### src/rtl/mips_pkg.sv
// Shared MIPS core definitions: fetch FSM encoding and memory geometry.
package mips_pkg;
  typedef enum logic [1:0] {
    BOOT = 2'd0,
    RUN  = 2'd1,
    HOLD = 2'd2,
    HALT = 2'd3
  } fetch_state_t;

  localparam int WORD_BYTES = 4;
  localparam int IMEM_DEPTH = 64;
endpackage

### src/rtl/fetch_controller_if.sv
// Fetch-side bus: instruction memory port, control inputs, decode-side outputs.
// master = fetch_controller, slave = core/memory environment.
interface fetch_controller_if;
  logic [31:0] imem_addr;
  logic [31:0] imem_instr;
  logic        stall;
  logic        redirect_valid;
  logic [31:0] redirect_target;
  logic        halt_req;
  logic [31:0] instr;
  logic [31:0] instr_pc;
  logic        instr_valid;
  logic [15:0] fetch_count;
  logic        fault;
  logic [1:0]  state;

  modport master (
    output imem_addr, instr, instr_pc, instr_valid, fetch_count, fault, state,
    input  imem_instr, stall, redirect_valid, redirect_target, halt_req
  );

  modport slave (
    input  imem_addr, instr, instr_pc, instr_valid, fetch_count, fault, state,
    output imem_instr, stall, redirect_valid, redirect_target, halt_req
  );
endinterface

### src/rtl/fetch_pc_sel.sv
// Next-PC mux. Priority: halt (freeze) > redirect > stall (hold) > pc+4.
// Redirect targets are forced word-aligned.
module fetch_pc_sel
  import mips_pkg::*;
(
  input  logic [31:0] pc,
  input  logic        halt,
  input  logic        redirect,
  input  logic [31:0] target,
  input  logic        stall,
  input  logic        advance,
  output logic [31:0] pc_next
);

  // Priority select; pc+4 wraps naturally at 2^32.
  always_comb begin
    pc_next = pc;
    if (halt)          pc_next = pc;
    else if (redirect) pc_next = {target[31:2], 2'b00};
    else if (stall)    pc_next = pc;
    else if (advance)  pc_next = pc + 32'(WORD_BYTES);
  end

endmodule

### src/rtl/fetch_controller.sv
// Instruction-fetch sequencer: owns the PC, issues one word per cycle toward
// decode, handles stall/redirect/halt. Optional macro IMEM_BOUND_CHECK_EN
// turns out-of-range RUN fetches into a sticky fault plus halt.
module fetch_controller
  import mips_pkg::*;
#(
  parameter int          DEPTH    = IMEM_DEPTH,
  parameter logic [31:0] RESET_PC = 32'h0000_0000
) (
  input logic               clk,
  input logic               rst_n,
  fetch_controller_if.master bus
);

  if (DEPTH <= 0) begin : g_bad_depth
    $error("fetch_controller: DEPTH must be positive");
  end
  if (RESET_PC[1:0] != 2'b00) begin : g_bad_reset_pc
    $error("fetch_controller: RESET_PC must be word-aligned");
  end

  fetch_state_t state_q, state_d;
  logic [31:0]  pc_q, pc_d;
  logic [31:0]  instr_q, ipc_q;
  logic         vld_q;
  logic [15:0]  cnt_q;
  logic         issue, clr_valid, oob, live, redir, frozen;

  assign live   = (state_q == RUN) || (state_q == HOLD);
  assign redir  = bus.redirect_valid && live;
  // PC only moves in RUN/HOLD; BOOT and HALT keep it where it is.
  assign frozen = bus.halt_req || !live;

`ifdef IMEM_BOUND_CHECK_EN
  localparam logic [31:0] LIMIT = 32'(DEPTH * WORD_BYTES);
  logic fault_set;
  logic fault_q;
  assign oob       = (pc_q >= LIMIT);
  assign fault_set = (state_q == RUN) && !bus.halt_req && !bus.redirect_valid
                     && !bus.stall && oob;
  assign bus.fault = fault_q;
`else
  assign oob       = 1'b0;
  assign bus.fault = 1'b0;
`endif

  // Next-state and issue decision; halt beats redirect beats stall.
  always_comb begin
    state_d   = state_q;
    issue     = 1'b0;
    clr_valid = 1'b0;
    case (state_q)
      BOOT: begin
        if (bus.halt_req) begin state_d = HALT; clr_valid = 1'b1; end
        else              state_d = RUN;
      end
      RUN, HOLD: begin
        if (bus.halt_req) begin
          state_d = HALT; clr_valid = 1'b1;
        end else if (bus.redirect_valid) begin
          state_d = RUN; clr_valid = 1'b1;
        end else if (state_q == HOLD) begin
          // Release cycle back to RUN issues nothing.
          if (!bus.stall) state_d = RUN;
        end else if (bus.stall) begin
          state_d = HOLD;
        end else if (oob) begin
          state_d = HALT; clr_valid = 1'b1;
        end else begin
          issue = 1'b1;
        end
      end
      HALT:    state_d = HALT;
      default: state_d = BOOT;
    endcase
  end

  fetch_pc_sel u_pc_sel (
    .pc      (pc_q),
    .halt    (frozen),
    .redirect(redir),
    .target  (bus.redirect_target),
    .stall   (bus.stall),
    .advance (issue),
    .pc_next (pc_d)
  );

  // State and PC registers.
  always_ff @(posedge clk or negedge rst_n) begin
    if (!rst_n) begin
      state_q <= BOOT;
      pc_q    <= RESET_PC;
    end else begin
      state_q <= state_d;
      pc_q    <= pc_d;
    end
  end

  // Decode-side output registers and saturating issue counter.
  always_ff @(posedge clk or negedge rst_n) begin
    if (!rst_n) begin
      instr_q <= '0;
      ipc_q   <= '0;
      vld_q   <= 1'b0;
      cnt_q   <= '0;
    end else begin
      if (issue) begin
        instr_q <= bus.imem_instr;
        ipc_q   <= pc_q;
        vld_q   <= 1'b1;
      end else if (clr_valid) begin
        vld_q   <= 1'b0;
      end
      if (issue && (cnt_q != 16'hFFFF)) cnt_q <= cnt_q + 16'd1;
    end
  end

`ifdef IMEM_BOUND_CHECK_EN
  // Sticky out-of-range flag, cleared only by reset.
  always_ff @(posedge clk or negedge rst_n) begin
    if (!rst_n)         fault_q <= 1'b0;
    else if (fault_set) fault_q <= 1'b1;
  end
`endif

  assign bus.imem_addr   = pc_q;
  assign bus.instr       = instr_q;
  assign bus.instr_pc    = ipc_q;
  assign bus.instr_valid = vld_q;
  assign bus.fetch_count = cnt_q;
  assign bus.state       = state_q;

endmodule
### src/flat_wrapper.sv
// flat-port wrapper written by rule: the top's interface ports become plain ports
module fetch_controller_flat import mips_pkg::*;
#(
  parameter int          DEPTH    = IMEM_DEPTH,
  parameter logic [31:0] RESET_PC = 32'h0000_0000
)
  (clk, rst_n, bus_imem_addr, bus_instr, bus_instr_pc, bus_instr_valid, bus_fetch_count, bus_fault, bus_state, bus_imem_instr, bus_stall, bus_redirect_valid, bus_redirect_target, bus_halt_req);
  fetch_controller_if bus_i ();
  input logic clk;
  input logic rst_n;
  output wire logic [$bits(bus_i.imem_addr)-1:0] bus_imem_addr;
  output wire logic [$bits(bus_i.instr)-1:0] bus_instr;
  output wire logic [$bits(bus_i.instr_pc)-1:0] bus_instr_pc;
  output wire logic [$bits(bus_i.instr_valid)-1:0] bus_instr_valid;
  output wire logic [$bits(bus_i.fetch_count)-1:0] bus_fetch_count;
  output wire logic [$bits(bus_i.fault)-1:0] bus_fault;
  output wire logic [$bits(bus_i.state)-1:0] bus_state;
  input wire logic [$bits(bus_i.imem_instr)-1:0] bus_imem_instr;
  input wire logic [$bits(bus_i.stall)-1:0] bus_stall;
  input wire logic [$bits(bus_i.redirect_valid)-1:0] bus_redirect_valid;
  input wire logic [$bits(bus_i.redirect_target)-1:0] bus_redirect_target;
  input wire logic [$bits(bus_i.halt_req)-1:0] bus_halt_req;
  assign bus_imem_addr = bus_i.imem_addr;
  assign bus_instr = bus_i.instr;
  assign bus_instr_pc = bus_i.instr_pc;
  assign bus_instr_valid = bus_i.instr_valid;
  assign bus_fetch_count = bus_i.fetch_count;
  assign bus_fault = bus_i.fault;
  assign bus_state = bus_i.state;
  assign bus_i.imem_instr = bus_imem_instr;
  assign bus_i.stall = bus_stall;
  assign bus_i.redirect_valid = bus_redirect_valid;
  assign bus_i.redirect_target = bus_redirect_target;
  assign bus_i.halt_req = bus_halt_req;
  fetch_controller #(.DEPTH(DEPTH), .RESET_PC(RESET_PC)) u_core (.clk(clk), .rst_n(rst_n), .bus(bus_i));
endmodule
### config.mk
export PLATFORM = sky130hd
export DESIGN_NAME = fetch_controller_flat
export DESIGN_NICKNAME = d
export VERILOG_FILES = /design/src/rtl/mips_pkg.sv /design/src/rtl/fetch_controller_if.sv /design/src/rtl/fetch_pc_sel.sv /design/src/rtl/fetch_controller.sv /design/src/flat_wrapper.sv
export SDC_FILE = /design/constraint.sdc
export NUM_CORES = 1
export LEC_CHECK = 0
export ABC_CLOCK_PERIOD_IN_PS = 4000
export CORE_MARGIN = 1.5
export CORE_UTILIZATION = 43
export CTS_BUF_LIST = sky130_fd_sc_hd__clkbuf_8
export CTS_CLUSTER_SIZE = 10
export DETAILED_ROUTE_END_ITERATION = 8
export PLACE_DENSITY = 0.88
export SYNTH_ARGS = -nofsm -noshare
export SYNTH_HDL_FRONTEND = slang
export SYNTH_SLANG_ARGS = --single-unit
### constraint.sdc
create_clock -name clk -period 4 [get_ports clk]
set_input_delay 0.6 -clock clk [delete_from_list [all_inputs] [get_ports clk]]
set_output_delay 0.6 -clock clk [all_outputs]
set_load 0.05 [all_outputs]
==> reports/results.tsv <==
metric	value	unit
async set-reset flop share out of synthesis	100	%
routed wire length	14100	um
maximum buffer depth of the clock tree	2	
final setup violation count	0	
worst clock skew on the final layout	0.0133	ns
DRC violations left	0	
final non-filler cell area	0.00730	mm2
area of the die	0.0128	mm2
floorplan die height	113	um
share of the synthesized area in the top cell type	53.0	%
peak supply drop	0.000604	V
Inserted Diodes	0	
detailed router's first-iteration violation count	330	
area of placed instances	0.00712	mm2
clock transition at the register clock pins on the worst setup and hold paths after CTS	0.09	ns
Reg power frac	30.1	%
antenna viol nets, final	0	
net switching share of the total power	53.0	%
proportion of synthesized chip area in sequential cells	53.0	%
data required time of the worst path	4.27	ns
Final Power	6.84	mW
Internal Pwr Total	3.21	mW
first-pass GRT wire length	22700	um
Final Hold Fails	0	
status	completed	
fraction of layout cells with a size suffix above 1	4.88	%
Setup crit end kind	flip-flop	
Min Hold Slack	0.243	ns
initial cell density of the core	43.8	%
number of antenna violations at the first check in global routing	0	
buffers inserted by post-CTS timing repair	0	
classification of the worst-slack hold path	input port to async pin	
Final GP Congestion	0.835	
synthesis-stage register bit count	111	
number of warning messages in the yosys log	0	
port bufs	177	
growth of design area from synthesis to finish	39.3	%
overflow left after global routing	0	
data arrival time of the worst path	2.99	ns
worst reg-to-reg path cell count	7	
vias in the first global route	4498	
Final HPWL DP	9890	um
routed wire length per instance	15.6	um
start-to-end type of the worst setup path	flip-flop to flip-flop	
Final Slew Violations	0	
H-tree levels	3	
fin crit share	67.9	%
biggest area consumer among synthesized cells	dfrtp_1	
RSZ-0062 raised after global routing	false	
source-to-sink clock delay at the later pin of the worst-skew pair	0.39	ns
clock buffer count from CTS	9	
pin slew with the least headroom to its limit	0.682	ns
share of total power in the clock network	9.3	%
most frequently used flop master after synthesis	dfrtp_1	
Die Span X	113	um
Max Fanout on Critical Path	20	
fillcell total	1015	
Power Dens Cells	937	mW/mm2
core region area	0.0120	mm2
routed via count	4796	
post-CTS resize count	0	
switching component of the power	3.62	mW
sort of element at the start of the critical path	flip-flop	
dominant cells by area after synthesis	dfrtp_1, nand2_1, a21oi_1	
number of detailed-route iterations in the first pass	5	
leakage power total	3.24	nW
Setup TNS Final	0	ns
maximum number of pins on one net before global-route repair	60	
number of max-cap violations	0	
global router's overall resource usage	22.5	%
Reg2Reg Setup Slack	1.28	ns
TritonCTS clock tree	built	
cell count after synthesis	590	
Critical R2R Launch	u_core.bus.state[0]$_DFFE_PN0P_	
clk sink count	111	
capture point of the worst reg-to-reg path	u_core.bus.fetch_count[14]$_DFFE_PN0P_	
share of total power in combinational logic	60.7	%
post-placement worst setup slack	0.965	ns
via count normalized by instance count	5.30	
Post-synth EDFFs	0	
count of different cell masters after synthesis	52	
Root Driver	clkbuf_8	
Netlist Area Pre-Place	0.00524	mm2
worst rel slew slack	54.5	%
final net count	828	
number of I/O pins	185	
Post-Synthesis Mean Instance Area	8.88	um2
final worst setup slack	1.28	ns
Post-CTS Hold Buffers	0	
final period demand of the worst path	2.72	ns
peak clock frequency supported by timing	368	MHz
std cell rows	40	
-- cell usage after synthesis (all sizes together) (2+ instances only) --
cell type / count
nand2: 214
dfrtp: 111
a21oi: 31
nor2: 28
clkbuf: 24
o21ai: 20
nand3: 18
nand4: 17
a2bb2oi: 16
o22ai: 16
buf: 13
xnor2: 10
and3: 8
inv: 8
ha: 6
nor3: 6
and2: 5
nor4: 4
xor2: 4
o311ai: 3
a221oi: 2
a311oi: 2
a31oi: 2
a32oi: 2
and4: 2
nand3b: 2
o21a: 2
-- cell families (layout without fill, tap and decap cells) --
logic type,after synthesis,after routing,synth area share (%)
simple gates,310,310,26.5
flops,111,111,53.0
compound gates,103,103,12.8
buf+inv,45,209,3.78
xor+xnor,14,14,2.34
fa+ha+maj,6,6,1.43
other cells,1,5,0.0716
-- area by class of cell --
class | count | area, um2 | share of cell area (%)
Inverter | 8 | 30.0 | 0.412
Timing Repair Buffer | 185 | 1840 | 25.2
Clock buffer | 11 | 151 | 2.08
Multi-Input combinational cell | 438 | 2290 | 31.3
Tap cell | 147 | 184 | 2.52
Clock inverter | 5 | 23.8 | 0.326
Sequential cell | 111 | 2780 | 38.1
-- sequential cells by signal, summed over array words and instances, names as in the netlist --
signal                  flops
u_core.bus.fetch_count     16
u_core.bus.imem_addr       30
u_core.bus.instr           32
u_core.bus.instr_pc        30
u_core.bus.instr_valid      1
u_core.bus.state            2
-- per-layer routing --
layer	track usage, %	share of wire [%]
met1	29.7	45
met2	36.4	46
met3	5.30	7.1
met4	7.92	1.4
met5	0	0
-- worst max-delay path, cell delays in order, from the launching register on --
cell	delay, ns
dfrtp_1	0.40
inv_1	0.10
ha_1	0.37
and2b_1	0.28
nand3_2	0.46
nor4_1	0.67
nand2_1	0.15
xnor2_1	0.16
-- placed cells by master, fill, tap and decap left out, types with 2 or more instances in the layout --
cell             count
and3_1               8
clkdlybuf4s50_1    176
a221oi_1             2
xnor2_1             10
nand3b_1             2
a2bb2oi_1           16
nand4_1             16
nand3_1             16
and2_1               5
inv_1                9
o22ai_1             16
conb_1               5
dfrtp_1            111
o21ai_0             19
nor3_1               6
a32oi_1              2
ha_1                 6
a21oi_1             31
nor2_1              27
a311oi_1             2
o311ai_2             2
xor2_1               4
o21a_1               2
nand2_1            213
clkinv_2             4
a31oi_1              2
buf_4                8
nor4_1               2
clkbuf_8            11
-- power by group through the flow --
stage	sequential (mW)	combinational (mW)	clock, mW
after global routing	2.13	4.40	0.696
after floorplan	3.69	1.12	0
after detailed placement	2.07	4.16	0
after CTS	2.05	4.18	0.650
final	2.05	4.15	0.636
after global placement	2.05	4.10	0
-- per-stage QoR --
stage / instances / util [%]
final: 905 / 61.0
after global routing: 905 / 61.0
after floorplan: 594 / -
after CTS: 905 / 61.0
after detailed placement: 889 / 59.5
after global placement: 889 / 59.5
-- worst max-delay path by stage --
stage	endpoint	start	slack, ns	depth (start not counted)
2_1_floorplan	u_core.bus.fetch_count[15]$_DFFE_PN0P_	u_core.bus.state[0]$_DFFE_PN0P_	1.59	7
3_3_place_gp	u_core.bus.fetch_count[14]$_DFFE_PN0P_	bus_halt_req	1.04	6
3_5_place_dp	u_core.bus.fetch_count[14]$_DFFE_PN0P_	bus_halt_req	0.97	6
4_1_cts	u_core.bus.fetch_count[14]$_DFFE_PN0P_	u_core.bus.state[0]$_DFFE_PN0P_	1.26	7
5_1_grt	u_core.bus.fetch_count[14]$_DFFE_PN0P_	u_core.bus.state[0]$_DFFE_PN0P_	1.08	7
6_report	u_core.bus.fetch_count[14]$_DFFE_PN0P_	u_core.bus.state[0]$_DFFE_PN0P_	1.28	7
No activity file was read; power rests on OpenSTA's default activity.
